==> config.mk <==
export PLATFORM = sky130hd
export DESIGN_NAME = dram_fifo_sync
export DESIGN_NICKNAME = d
export VERILOG_FILES = /design/src/rtl/dram_fifo_sync_pkg.sv /design/src/rtl/dram_sdp_sync.sv /design/src/rtl/dram_fifo_sync.sv
export SDC_FILE = /design/constraint.sdc
export NUM_CORES = 1
export LEC_CHECK = 0
export ABC_AREA = 1
export CORE_UTILIZATION = 50
export CTS_BUF_LIST = sky130_fd_sc_hd__clkbuf_2 sky130_fd_sc_hd__clkbuf_4 sky130_fd_sc_hd__clkbuf_8
export CTS_CLUSTER_SIZE = 20
export DETAILED_ROUTE_END_ITERATION = 6
export GPL_ROUTABILITY_DRIVEN = 0
export GPL_TIMING_DRIVEN = 0
export PLACE_DENSITY_LB_ADDON = 0.3
export SLEW_MARGIN = 20
export SYNTH_ARGS = -nofsm -noshare
export SYNTH_HDL_FRONTEND = slang
export SYNTH_HIERARCHICAL = 1
export SYNTH_SLANG_ARGS = --single-unit
==> constraint.sdc <==
create_clock -name clk -period 6.5 [get_ports clk]
set_clock_uncertainty 0.05 [all_clocks]
set_input_delay 1.3 -clock clk [delete_from_list [all_inputs] [get_ports clk]]
set_output_delay 1.3 -clock clk [all_outputs]
set_load 0.02 [all_outputs]
==> src/rtl/dram_fifo_sync_pkg.sv <==
// Shared definitions for the synchronous distributed-RAM FIFO and its memory.
//   clogb2     : ceil(log2(value)), used to size pointers and the occupancy count
//   FWFT_TRUE  : FWFT_MODE value selecting first-word-fall-through read
//   FWFT_FALSE : FWFT_MODE value selecting registered (latency 1) read
package dram_fifo_sync_pkg;

  localparam string FWFT_TRUE  = "true";
  localparam string FWFT_FALSE = "false";

  // Number of address bits needed to index 'value' entries (value >= 2).
  function automatic int clogb2(input int value);
    int r;
    r = 0;
    for (int i = 0; i < 31; i++) begin
      if ((1 << i) < value) r = i + 1;
    end
    return r;
  endfunction

endpackage

==> src/rtl/dram_sdp_sync.sv <==
// Simple dual-port distributed RAM: synchronous write port, asynchronous read.
// Contents are not reset.
//   clk     : write clock
//   i_wen   : write enable
//   i_waddr : write address
//   i_wdata : write data
//   i_raddr : read address
//   o_rdata : read data, combinational from i_raddr
module dram_sdp_sync
  import dram_fifo_sync_pkg::*;
#(
  parameter int DATA_WIDTH = 24,
  parameter int DEPTH      = 32
) (
  input  logic                        clk,
  input  logic                        i_wen,
  input  logic [clogb2(DEPTH)-1:0]    i_waddr,
  input  logic [DATA_WIDTH-1:0]       i_wdata,
  input  logic [clogb2(DEPTH)-1:0]    i_raddr,
  output logic [DATA_WIDTH-1:0]       o_rdata
);

  logic [DATA_WIDTH-1:0] r_mem [DEPTH];

  always_ff @(posedge clk) begin
    if (i_wen) r_mem[i_waddr] <= i_wdata;
  end

  assign o_rdata = r_mem[i_raddr];

endmodule

==> src/rtl/dram_fifo_sync.sv <==
// Synchronous FIFO built on a distributed-RAM simple dual-port memory.
// Full/empty are decided from registered state only, so a same-cycle read
// never frees a slot for a write at full and a same-cycle write never
// supplies data for a read at empty.
//   clk, rst                          : clock, async active-high reset
//   fifo_wen, fifo_din                : write request and data
//   fifo_ren, fifo_dout               : read/pop request and data
//   fifo_full, fifo_almost_full       : occupancy == DEPTH / >= ALMOST_FULL_TH
//   fifo_empty, fifo_almost_empty     : occupancy == 0 / <= ALMOST_EMPTY_TH
//   data_cnt                          : current occupancy
//   overflow, underflow               : one-cycle pulse after a rejected write/read
module dram_fifo_sync
  import dram_fifo_sync_pkg::*;
#(
  parameter int    DATA_WIDTH      = 24,
  parameter int    DEPTH           = 32,
  parameter string FWFT_MODE       = FWFT_FALSE,
  parameter int    ALMOST_FULL_TH  = DEPTH - 2,
  parameter int    ALMOST_EMPTY_TH = 2,
  parameter int    SIM_DELAY       = 1
) (
  input  logic                      clk,
  input  logic                      rst,
  input  logic                      fifo_wen,
  input  logic [DATA_WIDTH-1:0]     fifo_din,
  output logic                      fifo_full,
  output logic                      fifo_almost_full,
  input  logic                      fifo_ren,
  output logic [DATA_WIDTH-1:0]     fifo_dout,
  output logic                      fifo_empty,
  output logic                      fifo_almost_empty,
  output logic [clogb2(DEPTH):0]    data_cnt,
  output logic                      overflow,
  output logic                      underflow
);

  localparam int AW   = clogb2(DEPTH);
  localparam int CW   = AW + 1;
  localparam bit FWFT = (FWFT_MODE == FWFT_TRUE);

  // SIM_DELAY only models register update delay in simulation; synthesized
  // logic has no delay, so it is only range-checked here.
  if (DEPTH < 4 || (DEPTH & (DEPTH - 1)) != 0 || SIM_DELAY < 0 ||
      (FWFT_MODE != FWFT_TRUE && FWFT_MODE != FWFT_FALSE)) begin : g_param_err
    $error("dram_fifo_sync: illegal parameter value");
  end

  logic [AW-1:0]         r_wr_ptr, r_rd_ptr;
  logic [CW-1:0]         r_cnt, w_cnt_nxt;
  logic                  r_full, r_afull, r_empty, r_aempty, r_ovf, r_udf;
  logic                  w_wr_acc, w_rd_acc;
  logic [DATA_WIDTH-1:0] w_rdata;

  assign w_wr_acc = fifo_wen & ~r_full;
  assign w_rd_acc = fifo_ren & ~r_empty;

  always_comb begin
    w_cnt_nxt = r_cnt;
    case ({w_wr_acc, w_rd_acc})
      2'b10:   w_cnt_nxt = r_cnt + 1'b1;
      2'b01:   w_cnt_nxt = r_cnt - 1'b1;
      default: w_cnt_nxt = r_cnt;
    endcase
  end

  // Flags are registered from the next count so they line up with data_cnt.
  always_ff @(posedge clk or posedge rst) begin
    if (rst) begin
      r_wr_ptr <= '0;
      r_rd_ptr <= '0;
      r_cnt    <= '0;
      r_full   <= 1'b0;
      r_afull  <= 1'b0;
      r_empty  <= 1'b1;
      r_aempty <= 1'b1;
      r_ovf    <= 1'b0;
      r_udf    <= 1'b0;
    end else begin
      if (w_wr_acc) r_wr_ptr <= r_wr_ptr + 1'b1;
      if (w_rd_acc) r_rd_ptr <= r_rd_ptr + 1'b1;
      r_cnt    <= w_cnt_nxt;
      r_full   <= (w_cnt_nxt == CW'(DEPTH));
      r_afull  <= (w_cnt_nxt >= CW'(ALMOST_FULL_TH));
      r_empty  <= (w_cnt_nxt == '0);
      r_aempty <= (w_cnt_nxt <= CW'(ALMOST_EMPTY_TH));
      r_ovf    <= fifo_wen & r_full;
      r_udf    <= fifo_ren & r_empty;
    end
  end

  dram_sdp_sync #(
    .DATA_WIDTH (DATA_WIDTH),
    .DEPTH      (DEPTH)
  ) u_mem (
    .clk     (clk),
    .i_wen   (w_wr_acc),
    .i_waddr (r_wr_ptr),
    .i_wdata (fifo_din),
    .i_raddr (r_rd_ptr),
    .o_rdata (w_rdata)
  );

  if (FWFT) begin : g_fwft
    // Head word is always visible; a pop advances the read pointer.
    assign fifo_dout = w_rdata;
  end else begin : g_std
    logic [DATA_WIDTH-1:0] r_dout;
    always_ff @(posedge clk or posedge rst) begin
      if (rst)           r_dout <= '0;
      else if (w_rd_acc) r_dout <= w_rdata;
    end
    assign fifo_dout = r_dout;
  end

  assign fifo_full         = r_full;
  assign fifo_almost_full  = r_afull;
  assign fifo_empty        = r_empty;
  assign fifo_almost_empty = r_aempty;
  assign data_cnt          = r_cnt;
  assign overflow          = r_ovf;
  assign underflow         = r_udf;

endmodule

* Yosys cells after proc, flatten, opt, wreduce, memory -nomap -nowiden
Memories as Yosys holds them, arrays and structs flattened. A register that Yosys moved wholly into a read port is not among the register bits.
Index checks and enable logic that the tools add are counted.
** Word-level totals
- Bits in writable memories :: 768
- Bits in registers :: 22
- Memories :: 1
- Logic and storage cells :: 29
- Output and inout port bits :: 36
- Input bits :: 28
- ROM bits :: 0
- Latch bits :: 0
** Memory list
- u_mem.r_mem :: depth 32, width 24, rd ports 1, clocked after memory_dff 1, wr ports 1, RTL line dram_sdp_sync.sv:23 : logic [DATA_WIDTH-1:0] r_mem [DEPTH];
** Operators by class
- Reductions and logical operators :: 1
- $lt $le $gt $ge :: 2
- Shift-type cells :: 0
- Divide/modulo/power cells :: 0
- Equality and inequality tests :: 3
- Add/sub/neg operators :: 4
- Bitwise gates (word level) :: 6
- Muxes and demuxes :: 3
- $mul :: 0
** Operators with widths (number)
- $pmux 6 s2 :: 1
- $add 5x1->5 const B :: 2
- $add 6x1->6 const B :: 1
- $eq 6x6->1 const B :: 1
- $ge 6x5->1 const B :: 1
- $le 6x2->1 const B :: 1
- $logic_not 6->1 :: 1
- $sub 6x1->6 const B :: 1
- $and 1x1->1 :: 4
- $eq 2x1->1 const B :: 1
- $eq 2x2->1 const B :: 1
- $mux 1 :: 2
- $not 1->1 :: 2

* Depth between registers and ports, before layout
- Word-level depth :: 5
- Mapped depth :: 16

* Cells and area by module
The synthesis kept the hierarchy.
** By module, submodules not included
- dram_sdp_sync :: times used 1, sequential area each 23062.1 um^2, cells an instance 2641, area an instance 31280.0 um^2
- dram_fifo_sync :: times used 1, sequential area each 1153.6 um^2, cells an instance 245, area an instance 2104.5 um^2

* Worst setup path before layout
No wires, ideal clock.
- Path type :: input to register
- Start :: input port fifo_wen
- End :: memory u_mem.r_mem[31][0], enable pin
- Library setup time :: 405 ps
- Setup slack :: 3209 ps
- Stages :: 4
- Data arrival time :: 2836 ps
- Cell sequence :: nand2_4 > inv_1 > nand3_1 > nor2_1
** On the way
- Word-level cells in the longest chain between the ends :: 3
** RTL lines
- start: declaration :: RTL line dram_fifo_sync.sv:24 : input logic fifo_wen,
- $and 1x1->1 :: RTL line dram_fifo_sync.sv:54 : assign w_wr_acc = fifo_wen & ~r_full;
- named net w_wr_acc :: RTL line dram_fifo_sync.sv:51 : logic w_wr_acc, w_rd_acc;
- $mux 1 :: RTL line dram_sdp_sync.sv:26 : if (i_wen) r_mem[i_waddr] <= i_wdata;
- $mux 1 (implied by the code) :: RTL line dram_sdp_sync.sv:26
- end: declaration :: RTL line dram_sdp_sync.sv:23
The timed path passes the listed nets, and every way through them passes these cells.

* Worst setup path in the final report
- Start :: input port fifo_wen
- End :: memory u_mem.r_mem[9][14], enable pin
Same word-level chain as after synthesis.

==> flow_summary.json <==
{
  "grt_max_degree": 33,
  "htree_levels": 4,
  "drive_gt1_frac": 0.149,
  "ir_drop_v": 0.000239,
  "worstMarginPinSlew_ps": 944,
  "fin_util": 0.589,
  "setup_viol": 0,
  "slew_violations": 0,
  "rr_worst_depth": 5,
  "dp_hpwl_mm": 65.0,
  "synth-seq-area-share": 0.725,
  "post-cts-setup-buffers": 0,
  "worstSetupPathType": "input port to flip-flop",
  "power.leakage_nw": 14.8,
  "synthesis.area_mm2": 0.0334,
  "drt_first_pass_iters": 7,
  "start_util": 0.507,
  "fin_ws_ps": 2970,
  "clk_latency_ps": 800,
  "cts_max_path_buffers": 3,
  "area_growth_pct": 16.2,
  "overflow": 0,
  "nets": 3159,
  "drtAntennaViolNets": 0,
  "synth-xor-area-share": 0.00289,
  "synth_top_family_by_area": "simple AND/OR/NAND/NOR gates",
  "critical_path_required_ps": 6850,
  "maxCapViolCount": 0,
  "reg2reg_setup_slack_ps": 3530,
  "pin_count": 64,
  "synth-simple-area-share": 0.233,
  "place.port_buffers": 63,
  "vias_per_cell": 5.73,
  "relSlewSlack": 0.369,
  "synth_warnings": 6,
  "drtIter0Drc": 3314,
  "fp.coreArea_mm2": 0.0659,
  "cp-end-kind": "flip-flop",
  "synth-edff-count": 768,
  "cts_root_buf": "clkbuf_8",
  "post-route-drc-count": 0,
  "status": "finished, final reports clean",
  "tns_ps": 0,
  "layout_common_cells": "nand2_1, edfxtp_1, nand3_1",
  "hp-class": "flip-flop to flip-flop",
  "synth_area_per_cell_um2": 11.6,
  "clk_pin_slew_ps": 60,
  "cts_hold_buffers": 0,
  "post-route-period-util": 0.543,
  "die_w_um": 260,
  "synth_mux_area_frac": 0,
  "vias": 23500,
  "routedWlPerCell_um": 23.5,
  "synth_cell_type_count": 28,
  "cp_max_fo": 24,
  "grt_pass1_vias": 22200,
  "synthFlopType": "edfxtp_1",
  "holdPathStages": 2,
  "hold_viol": 0,
  "pre_cts_slack_ps": 2250,
  "max_freq_mhz": 283,
  "grt_antenna_before_repair": 1,
  "worstReg2RegStart": "fifo_full",
  "mostFrequentLayoutCell": "nand2_1",
  "num_rows": 94,
  "hp-start": "fifo_dout[1]",
  "cellPowerDensity_mw_per_mm2": 457,
  "synthAdderAreaFrac": 0.00150,
  "cts_sinks": 814,
  "die-height_um": 260,
  "start_kind": "input port",
  "synth_compound_gate_area_share": 0.000862,
  "rsz0062_at_grt": "no",
  "hold_end": "fifo_dout[1]",
  "grt_use_total": 0.287,
  "async_flop_share": 0.0565,
  "cts_buffers": 130,
  "die-area_mm2": 0.0678,
  "syn_nets": 2918,
  "min_period_ps": 3530,
  "cts_resized": 0,
  "wirelength_mm": 96.3,
  "syn_inst": 2886,
  "r2r-end": "u_mem/r_mem[9][14]",
  "cts_tree": "built",
  "grt_pass1_wl_mm": 139,
  "power.total_w": 0.0177,
  "ys_seq_elements": 814,
  "arrival_ps": 3880
}
metrics by stage:
step,instances,hold WS [ps],area (um^2)
CTS,4089,433,38800
finish,4094,432,38800
floorplan,2886,394,33400
global route,4090,450,38800
global placement,3813,410,35100
detailed placement,3859,418,36300
critical path, cell delays in order:
cell and delay [ps]:
clkdlybuf4s50_1 530, nand2_4 170, inv_1 220, nand3_1 680
nor2_4 950
cells by family (layout without fill, tap and decap cells):
kind of cell,after synthesis,in the layout
other cells,0,5
flops,814,814
buf+inv,201,540
simple gates,1851,1851
compound gates,5,5
fa+ha+maj,4,4
xor+xnor,11,11
cell type report:
type                    count  area, um^2
diodes                      5        12.5
plain buffers             169        1080
clock buffers             170        2110
clock inverters            60         385
fillers                  5084       27100
inverters                  32         125
multi-input cells        1871        8200
flip-flops and latches    814       24200
well taps                 864        1080
repair buffers            109        1600
sequential cells by signal, indices dropped and copies added (netlist names):
name	flops
fifo_almost_full	1
r_wr_ptr	5
overflow	1
fifo_almost_empty	1
r_rd_ptr	5
fifo_full	1
u_mem/r_mem	768
fifo_empty	1
underflow	1
data_cnt	6
fifo_dout	24
synthesized netlist by cell type, types with 2 or more instances:
cell | number | area (um^2)
buf_4 | 7 | 52.6
dfstp_2 | 2 | 52.6
nand2_1 | 1195 | 4490
buf_2 | 100 | 500
inv_1 | 23 | 86.3
buf_6 | 38 | 428
nand3b_1 | 2 | 15.0
inv_2 | 8 | 30.0
nand4_1 | 3 | 18.8
nand3_1 | 596 | 2980
nor2_1 | 41 | 154
edfxtp_1 | 768 | 23100
clkbuf_1 | 15 | 56.3
dfrtp_1 | 44 | 1100
nand3_2 | 5 | 50.1
buf_1 | 8 | 30.0
ha_1 | 4 | 50.1
xnor2_1 | 7 | 61.3
xor2_1 | 4 | 35.0
a21oi_1 | 2 | 10.0
nand2_4 | 2 | 22.5
nand2_2 | 6 | 37.5
routing by layer:
metal	vias to the layer above	global-route usage	routed length (um)
met2	1507	0.426	42900
li1	10500	-	-
met3	229	0.0740	12300
met4	0	0.126	4070
met5	-	0	0
met1	11200	0.400	37100
worst max-delay path by stage:
stage                        start                   to  slack, ps
after floorplan           fifo_wen   u_mem/r_mem[31][0]       3210
final                     fifo_wen   u_mem/r_mem[9][14]       2970
after CTS                 fifo_wen   u_mem/r_mem[9][14]       3080
after global routing      fifo_wen   u_mem/r_mem[9][20]       2990
after detailed placement  fifo_wen   u_mem/r_mem[9][22]       2250
after global placement    fifo_wen  u_mem/r_mem[27][11]       1470
power breakdown:
| part | total, W | internal [W] | switching, W |
|---|---|---|---|
| clock network | 0.00423 | 0.00225 | 0.00199 |
| logic | 0.00709 | 0.00204 | 0.00504 |
| registers | 0.00640 | 0.00619 | 0.000203 |
Power figures use the tool's default switching activity.
